==> src/rtl/pc_fetch_unit.sv <==
// Fetch-side PC and IF/OF pipeline latch. Applies branch redirects from EX and squashes the
// two wrong-path instructions. Also tracks taken-branch and squash counters and a sticky misalign flag.
module pc_fetch_unit #(
    parameter logic [31:0] RESET_PC  = 32'h0000_0000,
    parameter logic [31:0] NOP_INSTR = 32'h6800_0000,
    parameter int          CNT_W     = 16
) (
    input  logic             clk,
    input  logic             reset,
    input  logic             stall,
    input  logic             exValid,
    input  logic             isBranchTaken,
    input  logic [31:0]      branchPC,
    input  logic [31:0]      instrMem,
    output logic [31:0]      pc,
    output logic [31:0]      pcIF,
    output logic [31:0]      instrIF,
    output logic             validIF,
    output logic             flushOF,
    output logic             misalignErr,
    output logic [CNT_W-1:0] branchCnt,
    output logic [CNT_W-1:0] squashCnt
);

    typedef enum logic [1:0] {
        MODE_NORMAL   = 2'd0,
        MODE_STALL    = 2'd1,
        MODE_REDIRECT = 2'd2
    } mode_e;

    mode_e            mode;
    logic             redirect;
    logic [31:0]      pc_q, pc_d;
    logic [31:0]      pc_if_q, pc_if_d;
    logic [31:0]      instr_if_q, instr_if_d;
    logic             valid_if_q, valid_if_d;
    logic             valid_of_q, valid_of_d;
    logic             misalign_q, misalign_d;
    logic [CNT_W-1:0] branch_cnt_q, branch_cnt_d;
    logic [CNT_W-1:0] squash_cnt_q, squash_cnt_d;
    logic [CNT_W:0]   squash_sum;

    assign redirect = isBranchTaken & exValid;

    // Up to two valid wrong-path instructions die per redirect; one spare bit catches overflow.
    assign squash_sum = {1'b0, squash_cnt_q}
                      + {{CNT_W{1'b0}}, valid_if_q}
                      + {{CNT_W{1'b0}}, valid_of_q};

    always_comb begin
        mode         = MODE_NORMAL;
        pc_d         = pc_q;
        pc_if_d      = pc_if_q;
        instr_if_d   = instr_if_q;
        valid_if_d   = valid_if_q;
        valid_of_d   = valid_of_q;
        misalign_d   = misalign_q;
        branch_cnt_d = branch_cnt_q;
        squash_cnt_d = squash_cnt_q;

        if (redirect) begin
            mode = MODE_REDIRECT;
        end else if (stall) begin
            mode = MODE_STALL;
        end

        unique case (mode)
            MODE_REDIRECT: begin
                pc_d       = {branchPC[31:2], 2'b00};
                pc_if_d    = pc_q;
                instr_if_d = NOP_INSTR;
                valid_if_d = 1'b0;
                valid_of_d = 1'b0;
                if (branchPC[1:0] != 2'b00) begin
                    misalign_d = 1'b1;
                end
                if (branch_cnt_q != {CNT_W{1'b1}}) begin
                    branch_cnt_d = branch_cnt_q + {{(CNT_W-1){1'b0}}, 1'b1};
                end
                squash_cnt_d = squash_sum[CNT_W] ? {CNT_W{1'b1}} : squash_sum[CNT_W-1:0];
            end
            MODE_NORMAL: begin
                pc_d       = pc_q + 32'd4;
                pc_if_d    = pc_q;
                instr_if_d = instrMem;
                valid_if_d = 1'b1;
                valid_of_d = valid_if_q;
            end
            default: begin
                // Stall: everything holds.
            end
        endcase
    end

    always_ff @(posedge clk or posedge reset) begin
        if (reset) begin
            pc_q         <= RESET_PC;
            pc_if_q      <= 32'h0000_0000;
            instr_if_q   <= NOP_INSTR;
            valid_if_q   <= 1'b0;
            valid_of_q   <= 1'b0;
            misalign_q   <= 1'b0;
            branch_cnt_q <= '0;
            squash_cnt_q <= '0;
        end else begin
            pc_q         <= pc_d;
            pc_if_q      <= pc_if_d;
            instr_if_q   <= instr_if_d;
            valid_if_q   <= valid_if_d;
            valid_of_q   <= valid_of_d;
            misalign_q   <= misalign_d;
            branch_cnt_q <= branch_cnt_d;
            squash_cnt_q <= squash_cnt_d;
        end
    end

    assign pc          = pc_q;
    assign pcIF        = pc_if_q;
    assign instrIF     = instr_if_q;
    assign validIF     = valid_if_q;
    assign flushOF     = redirect;
    assign misalignErr = misalign_q;
    assign branchCnt   = branch_cnt_q;
    assign squashCnt   = squash_cnt_q;

endmodule

==> config.mk <==
export PLATFORM = sky130hd
export DESIGN_NAME = pc_fetch_unit
export DESIGN_NICKNAME = d
export VERILOG_FILES = /design/src/rtl/pc_fetch_unit.sv
export SDC_FILE = /design/constraint.sdc
export NUM_CORES = 1
export LEC_CHECK = 0
export ABC_AREA = 1
export BUFFER_PORTS_ARGS = -buffer_cell sky130_fd_sc_hd__buf_2
export CAP_MARGIN = 20
export CORE_ASPECT_RATIO = 0.75
export CORE_MARGIN = 4
export CORE_UTILIZATION = 40
export DETAILED_ROUTE_END_ITERATION = 12
export GPL_TIMING_DRIVEN = 1
export PLACE_DENSITY = 0.68
export SYNTH_ARGS = -nofsm -noshare
export SYNTH_HDL_FRONTEND = slang
export SYNTH_SLANG_ARGS = --single-unit
==> constraint.sdc <==
create_clock -name clk -period 3.6 [get_ports clk]
set_input_delay 0.54 -clock clk [delete_from_list [all_inputs] [get_ports clk]]
set_output_delay 0.54 -clock clk [all_outputs]
set_load 0.05 [all_outputs]
# Yosys cells after proc, flatten, opt, wreduce, memory -nomap -nowiden
# Cells that the tools add are included.
[classes] n_addsub=4 n_eq_ne=2 muxes=7 bitwise_logic=1 reduce_logical=6
[op_table] operator="case mux 32 bit (2 select lines)" count=2
[op_table] operator="adder 32 x 3 -> 32 bit, second input constant" count=1
[op_table] operator="adder 16 x 1 -> 17 bit" count=1
[op_table] operator="adder 17 x 1 -> 17 bit" count=1
[op_table] operator="adder 16 x 1 -> 16 bit, second input constant" count=1
[op_table] operator="2-to-1 mux 16 bit" count=1
[op_table] operator="!= test 16 bit, second input constant" count=1
[op_table] operator="case mux 1 bit (2 select lines)" count=2
[op_table] operator="AND reduction 2 bit" count=2
[op_table] operator="nonzero test 2 bit" count=2
[op_table] operator="equality test 2 bit, second input constant" count=1
[op_table] operator="logical NOT 2 bit" count=1
[op_table] operator="2-to-1 mux 2 bit" count=1
[op_table] operator="OR reduction 2 bit" count=1
[op_table] operator="AND 1 bit" count=1
[op_table] operator="2-to-1 mux 1 bit" count=1
[totals] ff_bits=131 input_bits=69 out_inout_bits=131

# Longest topological paths before layout
[logic_depth] word_depth=4 mapped_depth=11

# Worst setup path after synthesis
# OpenSTA, ideal clock, no wires.
[synth_timing] path_kind="register to register" startpoint="register valid_if_q (netlist: validIF)" endpoint="register squash_cnt_q[11] (netlist: squashCnt[11])" arrival_time_ns=2.109 setup_slack_ns=1.422 path_stages_with_launch=11 path_buffers=0 cell_sequence="dfrtp_1 -> inv_1 -> fa_1 -> inv_1 -> nand2_1 -> nor2_2 -> nand3_1 -> nor2_2 -> nand2_1 -> or2_0 -> nand3_1"
[synth_between] elab_chain_len=3
[synth_rtl] element="from (decl)" line_no="36" source="logic valid_if_q, valid_if_d;"
[synth_rtl] element="from (signal assigned)" line_no="109" source="valid_if_q <= valid_if_d;"
[synth_rtl] element="adder 16 x 1 -> 17 bit" line_no="47" source="+ {{CNT_W{1'b0}}, valid_if_q}"
[synth_rtl] element="adder 17 x 1 -> 17 bit" line_no="48" source="+ {{CNT_W{1'b0}}, valid_of_q};"
[synth_rtl] element="2-to-1 mux 16 bit" line_no="80" source="squash_cnt_d = squash_sum[CNT_W] ? {CNT_W{1'b1}} : squash_sum[CNT_W-1:0];"
[synth_rtl] element="to (signal assigned)" line_no="113" source="squash_cnt_q <= squash_cnt_d;"
[synth_rtl] element="to (decl)" line_no="40" source="logic [CNT_W-1:0] squash_cnt_q, squash_cnt_d;"
# Every way passes these cells.
# A chain may end at the register's enable or synchronous reset.

# Worst setup path in the final report
[layout_timing] startpoint="input isBranchTaken" endpoint="output flushOF"
[layout_between] elab_chain_len=1
[layout_rtl] element="from (decl)" line_no="12" source="input logic isBranchTaken,"
[layout_rtl] element="AND 1 bit" line_no="43" source="assign redirect = isBranchTaken & exValid;"
[layout_rtl] element="to (decl)" line_no="19" source="output logic flushOF,"
# Every way passes these cells.

==> metrics.md <==
| Metric | Value |
|---|---|
| Final hold vios | 0 |
| Post-synthesis cell type count | 37 |
| Largest family of logic cells by synthesized area | simple AND/OR/NAND/NOR gates |
| Critical Path Start Type | input port |
| IO Port Bufs | a little under 200 |
| DP Area | 7550 um^2 |
| Area growth, synth to finish | 28.5% |
| Routed WL | ~19000 um |
| Yosys warning count | 0 |
| Setup Buffers After CTS | 0 |
| Layout Skew | between 0.01 and 0.015 ns |
| Outcome | finished, final reports clean |
| Max-slew violation count | 0 |
| Grt ovf | 0 |
| FFs w/ async S/R, synth | between 90% and 100% |
| Worst Max-Slew Pin Slew | about 0.70 ns |
| Worst IR Drop VDD | 0.389 mV |
| GPL Wtd Cong | around 0.87 |
| Placed insts | between 1000 and 1500 |
| Sequential share of the synthesized area | between 40% and 50% |
| Row count | 39 |
| Post-synth EDFFs | 0 |
| FMAX | between 400 and 500 MHz |
| Vias in the first global route | about 5800 |
| Post-synthesis mux area share | 0% |
| Core ar. | around 15000 um^2 |
| Relative slew margins | a little over half |
| Gates resized, CTS repair | 0 |
| GRT Total Usage | between 20% and 30% |
| Post-Synth XOR/XNOR Area | 2.33% |
| Fraction of the mapped netlist area in compound gates | around a tenth |
| Share of cells above drive strength 1 | between 20% and 30% |
| Final worst-path cycle share | a little over three fifths |
| Via count | roughly 6100 |
| CP Capture Type | output pin |
| DIE HEIGHT | 117 um |
| Antenna-violating nets left | 0 |
| Initial antenna violation count | 0 |
| Setup CP Type | in -> out |
| Cts bufs inserted | 17 |
| Register bit count reported by yosys | between 100 and 150 |
| Fin crit period | 2.26 ns |
| Non-filler cells, final | 1220 |
| CP required | between 3 and 4 ns |
| Setup violators final | 0 |
| Final-layout fill cell count | 1484 |
| I/O pins | 200 |
| Syn avg cell area | roughly 7.9 um^2 |
| Root buf cell | clkbuf_16 |
| CTS Sinks | approximately 130 |
| Ys flop type | dfrtp_1 |
| Post-synthesis simple-gate area fraction | between 20% and 30% |
| Number of cells on the worst reg-to-reg path | 10 |
| DR WL/cell | between 15 and 20 um |
| CTS tree | done |
| Worst EP arrival | roughly 1.7 ns |
| Nets | roughly 1100 |
| Diode count | 0 |
| DR iter-0 viols | about 360 |
| Maximum number of pins on one net before global-route repair | a little under 70 |
| Die ar. | 18100 um^2 |
| First-pass DRT Iterations | 5 |
| Core Util, Final | 53.1% |
| Critical path fanouts, max | 23 |
| Synthesized cell area | 6390 um^2 |
| Clock latency on the worst-skew pair | between 0.4 and 0.5 ns |
| Register area | 3180 um^2 |
| Power Dens Cells | ~650 nW/um^2 |
| Hold Crit Class | in -> async |
| Hold Buf Count CTS | 0 |
| Most common cell after layout, fill and taps aside | nand2_1 |
| Leak | 0.00426 uW |
| Unrepaired setup endpoints after global routing | false |
| Mapped Cells | between 800 and 900 |
| Adder-cell area share of the yosys netlist | 0.900% |
| DRC | 0 |
| Htree depth | 4 |
| Die Width | 154 um |
| Worst-path clk slew | ~0.060 ns |
| Global-route wire length before repair | about 31000 um |
| Bufs on Longest Clock Path | 2 |
| DR vias/cell | between 4 and 5 |
| Max-cap violations | 0 |
| Initial cell density of the core | around two fifths |
| Finished Cell Area | roughly 8200 um^2 |
| Multi-input logic area | between 2000 and 3000 um^2 |
| Commonest non-fill, non-tap cells in the layout | nand2_1, buf_2, dfrtp_1, nor2_1, inv_1 |
| Setup Total Neg Slack | 0 ns |
| DP HPWL | between 10000 and 15000 um |
through the flow:
stage	power [uW]	hold WS [ns]	setup slack (ns)
floorplan	3030	0.535	1.42
global placement	3450	0.453	1.31
detailed placement	3470	0.459	1.25
CTS	5430	0.170	1.35
global route	5630	0.194	1.27
finish	5370	0.171	1.34
routing by layer:
layer | GRT usage, % | wire length, um | share of wire, %
met1 | 31.2 | 9100 | 49
met2 | 29.4 | 7790 | 42
met3 | 5.33 | 1470 | 7.9
met4 | 6.56 | 327 | 1.8
met5 | 0 | 0 | 0
where the power goes:
group | total, uW | internal [uW] | switching, uW
clock | 1930 | 1270 | 662
combinational | 1600 | 370 | 1230
sequential | 1840 | 1630 | 209
cell usage after synthesis, types with 3 or more instances:
cell type | n | area (um^2)
a211oi_1 | 4 | 30.0
a21oi_1 | 8 | 40.0
a22o_1 | 29 | 254
buf_2 | 21 | 105
buf_4 | 4 | 30.0
buf_6 | 3 | 33.8
clkbuf_1 | 7 | 26.3
dfrtp_1 | 124 | 3100
dfstp_2 | 3 | 78.8
ha_1 | 3 | 37.5
inv_1 | 68 | 255
inv_2 | 3 | 11.3
nand2_1 | 285 | 1070
nand3_1 | 54 | 270
nand4_1 | 15 | 93.8
nor2_1 | 77 | 289
nor2_2 | 6 | 37.5
nor3_1 | 9 | 45.0
o211ai_1 | 3 | 22.5
o21ai_0 | 44 | 220
o22ai_1 | 6 | 37.5
xnor2_1 | 8 | 70.1
xor2_1 | 9 | 78.8
final cells by class:
class | count | share of cell area [%]
sequential | 127 | 38.7
tap | 205 | 3.12
clock inverter | 13 | 2.56
multi-input combinational | 580 | 33.6
inverter | 72 | 3.36
clock buffer | 19 | 5.51
timing repair buffer | 204 | 13.2
path summary, 6_finish.rpt:
kind                                 end           from  slack (ns)
max in group asynchronous         pc[24]          reset        2.69
min in group clk             instrIF[21]   instrMem[21]        0.34
setup / recovery                 flushOF  isBranchTaken        1.34
hold reg to reg                 pcIF[17]       pcIF[17]        0.47
setup reg to reg           squashCnt[11]   squashCnt[0]        1.62
hold / removal              branchCnt[1]          reset        0.17
cells by family after synthesis:
| family | Yosys count |
|---|---|
| compound gates | 99 |
| xor+xnor | 17 |
| fa+ha+maj | 4 |
| buf+inv | 108 |
| flops | 127 |
| other cells | 1 |
| simple gates | 456 |
sequential cells by signal, indices dropped and copies added, names as in the netlist:
register / cells
branchCnt: 16
valid_of_q: 1
squashCnt: 16
instrIF: 32
pcIF: 30
pc: 30
misalignErr: 1
validIF: 1
worst max-delay path: stages:
cell and delay (ns):
buf_2 0.07, nand2_1 0.07, inv_2 0.37, buf_4 0.34, buf_2 0.31
Note: power is estimated with default switching activity, not from simulation.
